===== config.mk =====
export PLATFORM = sky130hd
export DESIGN_NAME = mm_axi_ssd_mux
export DESIGN_NICKNAME = d
export VERILOG_FILES = /design/src/rtl/mm_axi_ssd_mux.sv
export SDC_FILE = /design/constraint.sdc
export NUM_CORES = 1
export LEC_CHECK = 0
export BUFFER_PORTS_ARGS = -buffer_cell sky130_fd_sc_hd__buf_2
export CAP_MARGIN = 20
export CORE_MARGIN = 2
export CORE_UTILIZATION = 40
export DETAILED_ROUTE_END_ITERATION = 6
export GPL_ROUTABILITY_DRIVEN = 0
export PLACE_DENSITY = 0.7
export SLEW_MARGIN = 15
export SYNTH_ARGS = -nofsm -noshare
export SYNTH_HDL_FRONTEND = slang
export SYNTH_SLANG_ARGS = --single-unit

===== constraint.sdc =====
create_clock -name S_AXI_ACLK -period 3.1 [get_ports S_AXI_ACLK]
set_input_delay 0.465 -clock S_AXI_ACLK [delete_from_list [all_inputs] [get_ports S_AXI_ACLK]]
set_output_delay 0.465 -clock S_AXI_ACLK [all_outputs]
set_load 0.05 [all_outputs]

===== src/rtl/mm_axi_ssd_mux.sv =====
// Multiplexed seven-segment display controller behind an AXI4-Lite register file.
// Scans NUM_DIGITS digits with PWM brightness, blink, hex/raw decode and selectable pin polarity.
module mm_axi_ssd_mux #(
    parameter int C_S_AXI_DATA_WIDTH = 32,
    parameter int C_S_AXI_ADDR_WIDTH = 4,
    parameter int NUM_DIGITS         = 4,
    parameter int PWM_DIV            = 3125,
    parameter int BLINK_BIT          = 7,
    parameter bit SEG_ACTIVE_LOW     = 1'b0,
    parameter bit SEL_ACTIVE_LOW     = 1'b0
) (
    input  logic                              S_AXI_ACLK,
    input  logic                              S_AXI_ARESETN,
    input  logic [C_S_AXI_ADDR_WIDTH-1:0]     S_AXI_AWADDR,
    input  logic [2:0]                        S_AXI_AWPROT,
    input  logic                              S_AXI_AWVALID,
    output logic                              S_AXI_AWREADY,
    input  logic [C_S_AXI_DATA_WIDTH-1:0]     S_AXI_WDATA,
    input  logic [C_S_AXI_DATA_WIDTH/8-1:0]   S_AXI_WSTRB,
    input  logic                              S_AXI_WVALID,
    output logic                              S_AXI_WREADY,
    output logic [1:0]                        S_AXI_BRESP,
    output logic                              S_AXI_BVALID,
    input  logic                              S_AXI_BREADY,
    input  logic [C_S_AXI_ADDR_WIDTH-1:0]     S_AXI_ARADDR,
    input  logic [2:0]                        S_AXI_ARPROT,
    input  logic                              S_AXI_ARVALID,
    output logic                              S_AXI_ARREADY,
    output logic [C_S_AXI_DATA_WIDTH-1:0]     S_AXI_RDATA,
    output logic [1:0]                        S_AXI_RRESP,
    output logic                              S_AXI_RVALID,
    input  logic                              S_AXI_RREADY,
    output logic [6:0]                        seg,
    output logic                              dp,
    output logic [NUM_DIGITS-1:0]             digit_sel,
    output logic [3:0]                        led
);

    localparam int unsigned PRE_W     = (PWM_DIV > 1) ? $clog2(PWM_DIV) : 1;
    localparam logic [31:0] DIG_MASK  = 32'((1 << NUM_DIGITS) - 1);
    localparam logic [31:0] CTRL_MASK = 32'h0F00_0F03 | (DIG_MASK << 16);

    logic [31:0]      ctrl_q;
    logic [31:0]      data_q;
    logic [7:0]       dp_q;
    logic [PRE_W-1:0] pre_cnt;
    logic [3:0]       phase;
    logic [2:0]       digit_idx;
    logic [7:0]       frame_cnt;

    logic        wr_fire;
    logic        rd_fire;
    logic [31:0] wr_word;
    logic [31:0] rd_word;
    logic [3:0]  nib_c;
    logic [6:0]  seg_c;
    logic [7:0]  sel_c;
    logic [7:0]  blink_c;
    logic        dp_c;
    logic        lit_c;
    logic        unused_bits;

    assign unused_bits = ^{S_AXI_AWPROT, S_AXI_ARPROT, S_AXI_AWADDR[1:0], S_AXI_ARADDR[1:0]};

    assign wr_fire     = S_AXI_AWREADY && S_AXI_AWVALID && S_AXI_WVALID;
    assign rd_fire     = S_AXI_ARREADY && S_AXI_ARVALID;
    assign S_AXI_BRESP = 2'b00;
    assign S_AXI_RRESP = 2'b00;
    assign led         = ctrl_q[27:24];
    assign blink_c     = ctrl_q[23:16];

    // Byte-lane merge of the write data into the addressed register
    always_comb begin
        case (S_AXI_AWADDR[3:2])
            2'd0:    wr_word = ctrl_q;
            2'd1:    wr_word = data_q;
            2'd2:    wr_word = {24'd0, dp_q};
            default: wr_word = 32'd0;
        endcase
        for (int b = 0; b < 4; b++) begin
            if (S_AXI_WSTRB[b]) wr_word[8*b +: 8] = S_AXI_WDATA[8*b +: 8];
        end
    end

    always_comb begin
        case (S_AXI_ARADDR[3:2])
            2'd0:    rd_word = ctrl_q;
            2'd1:    rd_word = data_q;
            2'd2:    rd_word = {24'd0, dp_q};
            default: rd_word = {16'd0, frame_cnt, 5'd0, digit_idx};
        endcase
    end

    // AXI handshakes and register file
    always_ff @(posedge S_AXI_ACLK or negedge S_AXI_ARESETN) begin
        if (!S_AXI_ARESETN) begin
            S_AXI_AWREADY <= 1'b0;
            S_AXI_WREADY  <= 1'b0;
            S_AXI_BVALID  <= 1'b0;
            S_AXI_ARREADY <= 1'b0;
            S_AXI_RVALID  <= 1'b0;
            S_AXI_RDATA   <= '0;
            ctrl_q        <= '0;
            data_q        <= '0;
            dp_q          <= '0;
        end else begin
            S_AXI_AWREADY <= !S_AXI_AWREADY && S_AXI_AWVALID && S_AXI_WVALID && !S_AXI_BVALID;
            S_AXI_WREADY  <= !S_AXI_AWREADY && S_AXI_AWVALID && S_AXI_WVALID && !S_AXI_BVALID;
            S_AXI_ARREADY <= !S_AXI_ARREADY && S_AXI_ARVALID && !S_AXI_RVALID;

            if (wr_fire) begin
                S_AXI_BVALID <= 1'b1;
                case (S_AXI_AWADDR[3:2])
                    2'd0:    ctrl_q <= wr_word & CTRL_MASK;
                    2'd1:    data_q <= wr_word;
                    2'd2:    dp_q   <= wr_word[7:0] & DIG_MASK[7:0];
                    default: ;
                endcase
            end else if (S_AXI_BVALID && S_AXI_BREADY) begin
                S_AXI_BVALID <= 1'b0;
            end

            if (rd_fire) begin
                S_AXI_RVALID <= 1'b1;
                S_AXI_RDATA  <= rd_word;
            end else if (S_AXI_RVALID && S_AXI_RREADY) begin
                S_AXI_RVALID <= 1'b0;
            end
        end
    end

    // Free-running scan counters: prescaler -> PWM phase -> digit -> frame
    always_ff @(posedge S_AXI_ACLK or negedge S_AXI_ARESETN) begin
        if (!S_AXI_ARESETN) begin
            pre_cnt   <= '0;
            phase     <= '0;
            digit_idx <= '0;
            frame_cnt <= '0;
        end else if (pre_cnt == PRE_W'(PWM_DIV - 1)) begin
            pre_cnt <= '0;
            phase   <= phase + 4'd1;
            if (phase == 4'd15) begin
                if (digit_idx == 3'(NUM_DIGITS - 1)) begin
                    digit_idx <= '0;
                    frame_cnt <= frame_cnt + 8'd1;
                end else begin
                    digit_idx <= digit_idx + 3'd1;
                end
            end
        end else begin
            pre_cnt <= pre_cnt + PRE_W'(1);
        end
    end

    always_comb begin
        nib_c = data_q[{digit_idx, 2'b00} +: 4];
        seg_c = 7'h00;
        if (ctrl_q[1]) begin
            if (!digit_idx[2]) seg_c = data_q[{digit_idx[1:0], 3'b000} +: 7];
        end else begin
            case (nib_c)
                4'h0: seg_c = 7'h3F;
                4'h1: seg_c = 7'h06;
                4'h2: seg_c = 7'h5B;
                4'h3: seg_c = 7'h4F;
                4'h4: seg_c = 7'h66;
                4'h5: seg_c = 7'h6D;
                4'h6: seg_c = 7'h7D;
                4'h7: seg_c = 7'h07;
                4'h8: seg_c = 7'h7F;
                4'h9: seg_c = 7'h6F;
                4'hA: seg_c = 7'h77;
                4'hB: seg_c = 7'h7C;
                4'hC: seg_c = 7'h39;
                4'hD: seg_c = 7'h5E;
                4'hE: seg_c = 7'h79;
                default: seg_c = 7'h71;
            endcase
        end
        sel_c = 8'd1 << digit_idx;
        dp_c  = dp_q[digit_idx];
        lit_c = ctrl_q[0] && (phase <= ctrl_q[11:8])
                && !(blink_c[digit_idx] && frame_cnt[BLINK_BIT]);
        if (!lit_c) begin
            seg_c = 7'h00;
            sel_c = 8'h00;
            dp_c  = 1'b0;
        end
    end

    // Pin registers; select and segments move on the same edge so no ghosting
    always_ff @(posedge S_AXI_ACLK or negedge S_AXI_ARESETN) begin
        if (!S_AXI_ARESETN) begin
            seg       <= {7{SEG_ACTIVE_LOW}};
            dp        <= SEG_ACTIVE_LOW;
            digit_sel <= {NUM_DIGITS{SEL_ACTIVE_LOW}};
        end else begin
            seg       <= seg_c ^ {7{SEG_ACTIVE_LOW}};
            dp        <= dp_c ^ SEG_ACTIVE_LOW;
            digit_sel <= NUM_DIGITS'(sel_c) ^ {NUM_DIGITS{SEL_ACTIVE_LOW}};
        end
    end

endmodule


==> run metrics <==
status=finished, final reports clean; Detailed Routing Iterations Pass 1=7; max cap viols=0; Synth cell types=50; Slew @ Worst Pin=around 0.88 ns; layout cells sized above 1=between 20% and 30%; final setup TNS=0 ns; switching power=0.00132 W; post-route minimum period=roughly 2.6 ns; number of port buffers=between 90 and 100; asr flop ratio synth=100%; ANT nets after route=0; fillers=1479; register bit total from synthesis=125; CP Launch Type=flop; top-area cell type share of the netlist area=49.0%; Seq pwr share=40.2%; Register-to-Register Path Depth=7; antenna violations before repair=0; DIE AREA=17000 um2; Net count, final=765; P_int=0.00341 W; Worst Path Max Fanout=14; drt initial violations=293; Cells after DPL=about 900; htree depth=4; routed via count=4761; Max Slew Vio Count=0; Synth Warn #=0; CTS Buf Count=17; Mapped Cells=593; die width=around 130 um; Setup Crit Path Kind=flop to flop; crit-path cells=mux4_2 -> mux2i_4 -> inv_1 -> ha_1 -> nor3b_1 -> a221o_1 -> a21oi_2; post-cts gate resize count=0; P&R area growth vs syn=20.2%; Clk Latency, worst-skew pair=a little over 0.4 ns; Via-to-Cell Ratio=about 5.2; n_diodes=0; Reg-to-Reg Start=digit_idx[0]; Hold Path Class=input pin to asynchronous set/reset pin; GR Overflow Total=0; Synth Cell Area=6380 um2; RSZ-0062 raised after global routing=no; CP Data Arrival Time=2.94 ns; chip height=about 130 um; DP Wirelength=11400 um; Static Leak=3.68 nW; slowest CP cell=dfrtp_1; most common flop cell mapped by yosys=dfrtp_1; Overall Power=0.00473 W; Sw Share=28.0%; global-route wire length before repair=24600 um; CTS Buffer Depth=2; Total Routing Usage GR=19.3%; Pwr per Cell Area=a little over 600 nW/um2; Largest delay share family, worst path=multiplexers; detailed-route DRC error count=0; post-CTS setup buffers=0; Required @ worst endpoint=approximately 3.5 ns; maximum vdd drop=400 uV; Levels on crit path=7; Clk pwr share=43.5%; Final Non-Filler Cells=913; drt wl/cell=around 17 um; boundary pin count=between 100 and 150; combinational power share=between 10% and 20%; endpoints failing setup=0; vias in the first global route=4619; Crit. Startpoint=digit_idx[0]; leading area contributor after synthesis=dfrtp_1; setup clock skew after layout=0.00650 ns; Relative slew margins=~40%; clock root buffer=clkbuf_16; final number of hold-violating endpoints=0; slowest stage delay, CP=about 0.70 ns; Seq/Total Area, Yosys=49.0%; Crit. End Element=flop; clk slew on worst S/H paths=roughly 0.050 ns; largest net degree at the start of global routing=between 40 and 50; Starting Density=40.5%; CTS tree=built; std cell rows=46; crit share post-route=83.6%; Post-synth EDFFs=0; Buf/Inv on CP=1; Total Wirelength=between 15000 and 20000 um; Min Hold Slack=0.0541 ns; Sink Count=125; top cells by area, synth=dfrtp_1 49%, mux4_2 6.0%, o21ai_0 4.5%; most common library cells after synthesis=125 x dfrtp_1, 72 x nand2_1, 57 x o21ai_0; hold_buf cts=0; fmax=0.386 GHz; CORE AREA=about 16000 um2; synthesized area per cell=roughly 11 um2; top-count cell post-synth=dfrtp_1
[worst paths after layout]
kind | slack, ns | end
worst min register to register | 0.45 | S_AXI_WREADY
worst max-delay path | 0.51 | seg[0]
min in group S_AXI_ACLK | 0.24 | S_AXI_RVALID
worst max register to register | 0.51 | seg[0]
worst min-delay path | 0.05 | S_AXI_RDATA[2]
max in group asynchronous | 2.20 | phase[0]
[state kept, by name (all words and copies together), names as in the netlist]
| signal | count |
|---|---|
| S_AXI_BVALID | 1 |
| S_AXI_ARREADY | 1 |
| pre_cnt | 12 |
| S_AXI_WREADY | 1 |
| frame_cnt | 8 |
| S_AXI_RDATA | 32 |
| digit_sel | 4 |
| data_q | 32 |
| phase | 4 |
| digit_idx | 3 |
| seg | 7 |
| ctrl_q | 14 |
| dp_q | 4 |
| dp | 1 |
| S_AXI_RVALID | 1 |
[through the flow]
stage / utilization [%] / instance area, um2 / setup WS [ns]
5_1_grt: 48.7 / 7670 / 0.359
6_report: 48.7 / 7670 / 0.510
3_5_place_dp: 44.8 / 7060 / 0.529
3_3_place_gp: 44.8 / 7060 / 0.565
4_1_cts: 48.7 / 7670 / 0.508
2_1_floorplan: - / 6400 / 0.897
[power groups by stage]
stage	registers, W	clock network (W)	logic, W
finish	0.00190	0.00206	0.000770
global placement	0.00192	0	0.000758
detailed placement	0.00193	0	0.000771
floorplan	0.00206	0	0.000380
global route	0.00192	0.00217	0.000836
CTS	0.00190	0.00210	0.000774
[final cells by class]
cell class	count	area, um2	share of cell area (%)
clock inverter	8	140	1.83
clock buffer	21	470	6.13
inverter	19	71.3	0.929
multi-input combinational	409	2980	38.8
sequential	125	3130	40.8
timing repair buffer	115	618	8.05
tap	216	270	3.52
[routing by layer]
layer | vias to the layer above | routed length (um) | global-route usage, %
met3 | 23 | 825 | 4.63
met2 | 144 | 7840 | 32.0
met1 | 2319 | 6700 | 24.7
li1 | 2275 | - | -
met5 | - | 0 | 0
met4 | 0 | 282 | 6.88
[cells in the final DEF (no fill, tap or decap), drive strengths merged, types with 5 or more instances in the layout]
cell    Yosys  final
nor3        5      5
a22o       13     13
xnor2      14     14
mux4       17     17
nand2b     12     12
inv        19     19
dfrtp     125    125
ha         21     21
buf        17    115
nand4       6      6
a22oi       6      6
nand2      72     72
mux2i      26     26
a21oi      39     39
nor2       18     18
nand3      24     24
xor2        6      6
mux2       23     23
nor2b       6      6
and2        8      8
clkbuf     26     21
o21ai      61     61
[logic make-up (layout without fill, tap and decap cells)]
logic type                 count (synthesis)  after routing  share of synthesized area [%]
buffers and inverters                     62            163                           4.57
other                                      1              4                         0.0587
and+or+nand+nor                          164            164                           12.4
DFF                                      125            125                           49.0
adders and majority gates                 21             21                           4.12
xor gates and xnor gates                  20             20                           2.74
muxes                                     66             66                           14.5
AOI/OAI and AO/OA                        134            134                           12.6
Note: power is estimated with default switching activity, not from simulation.
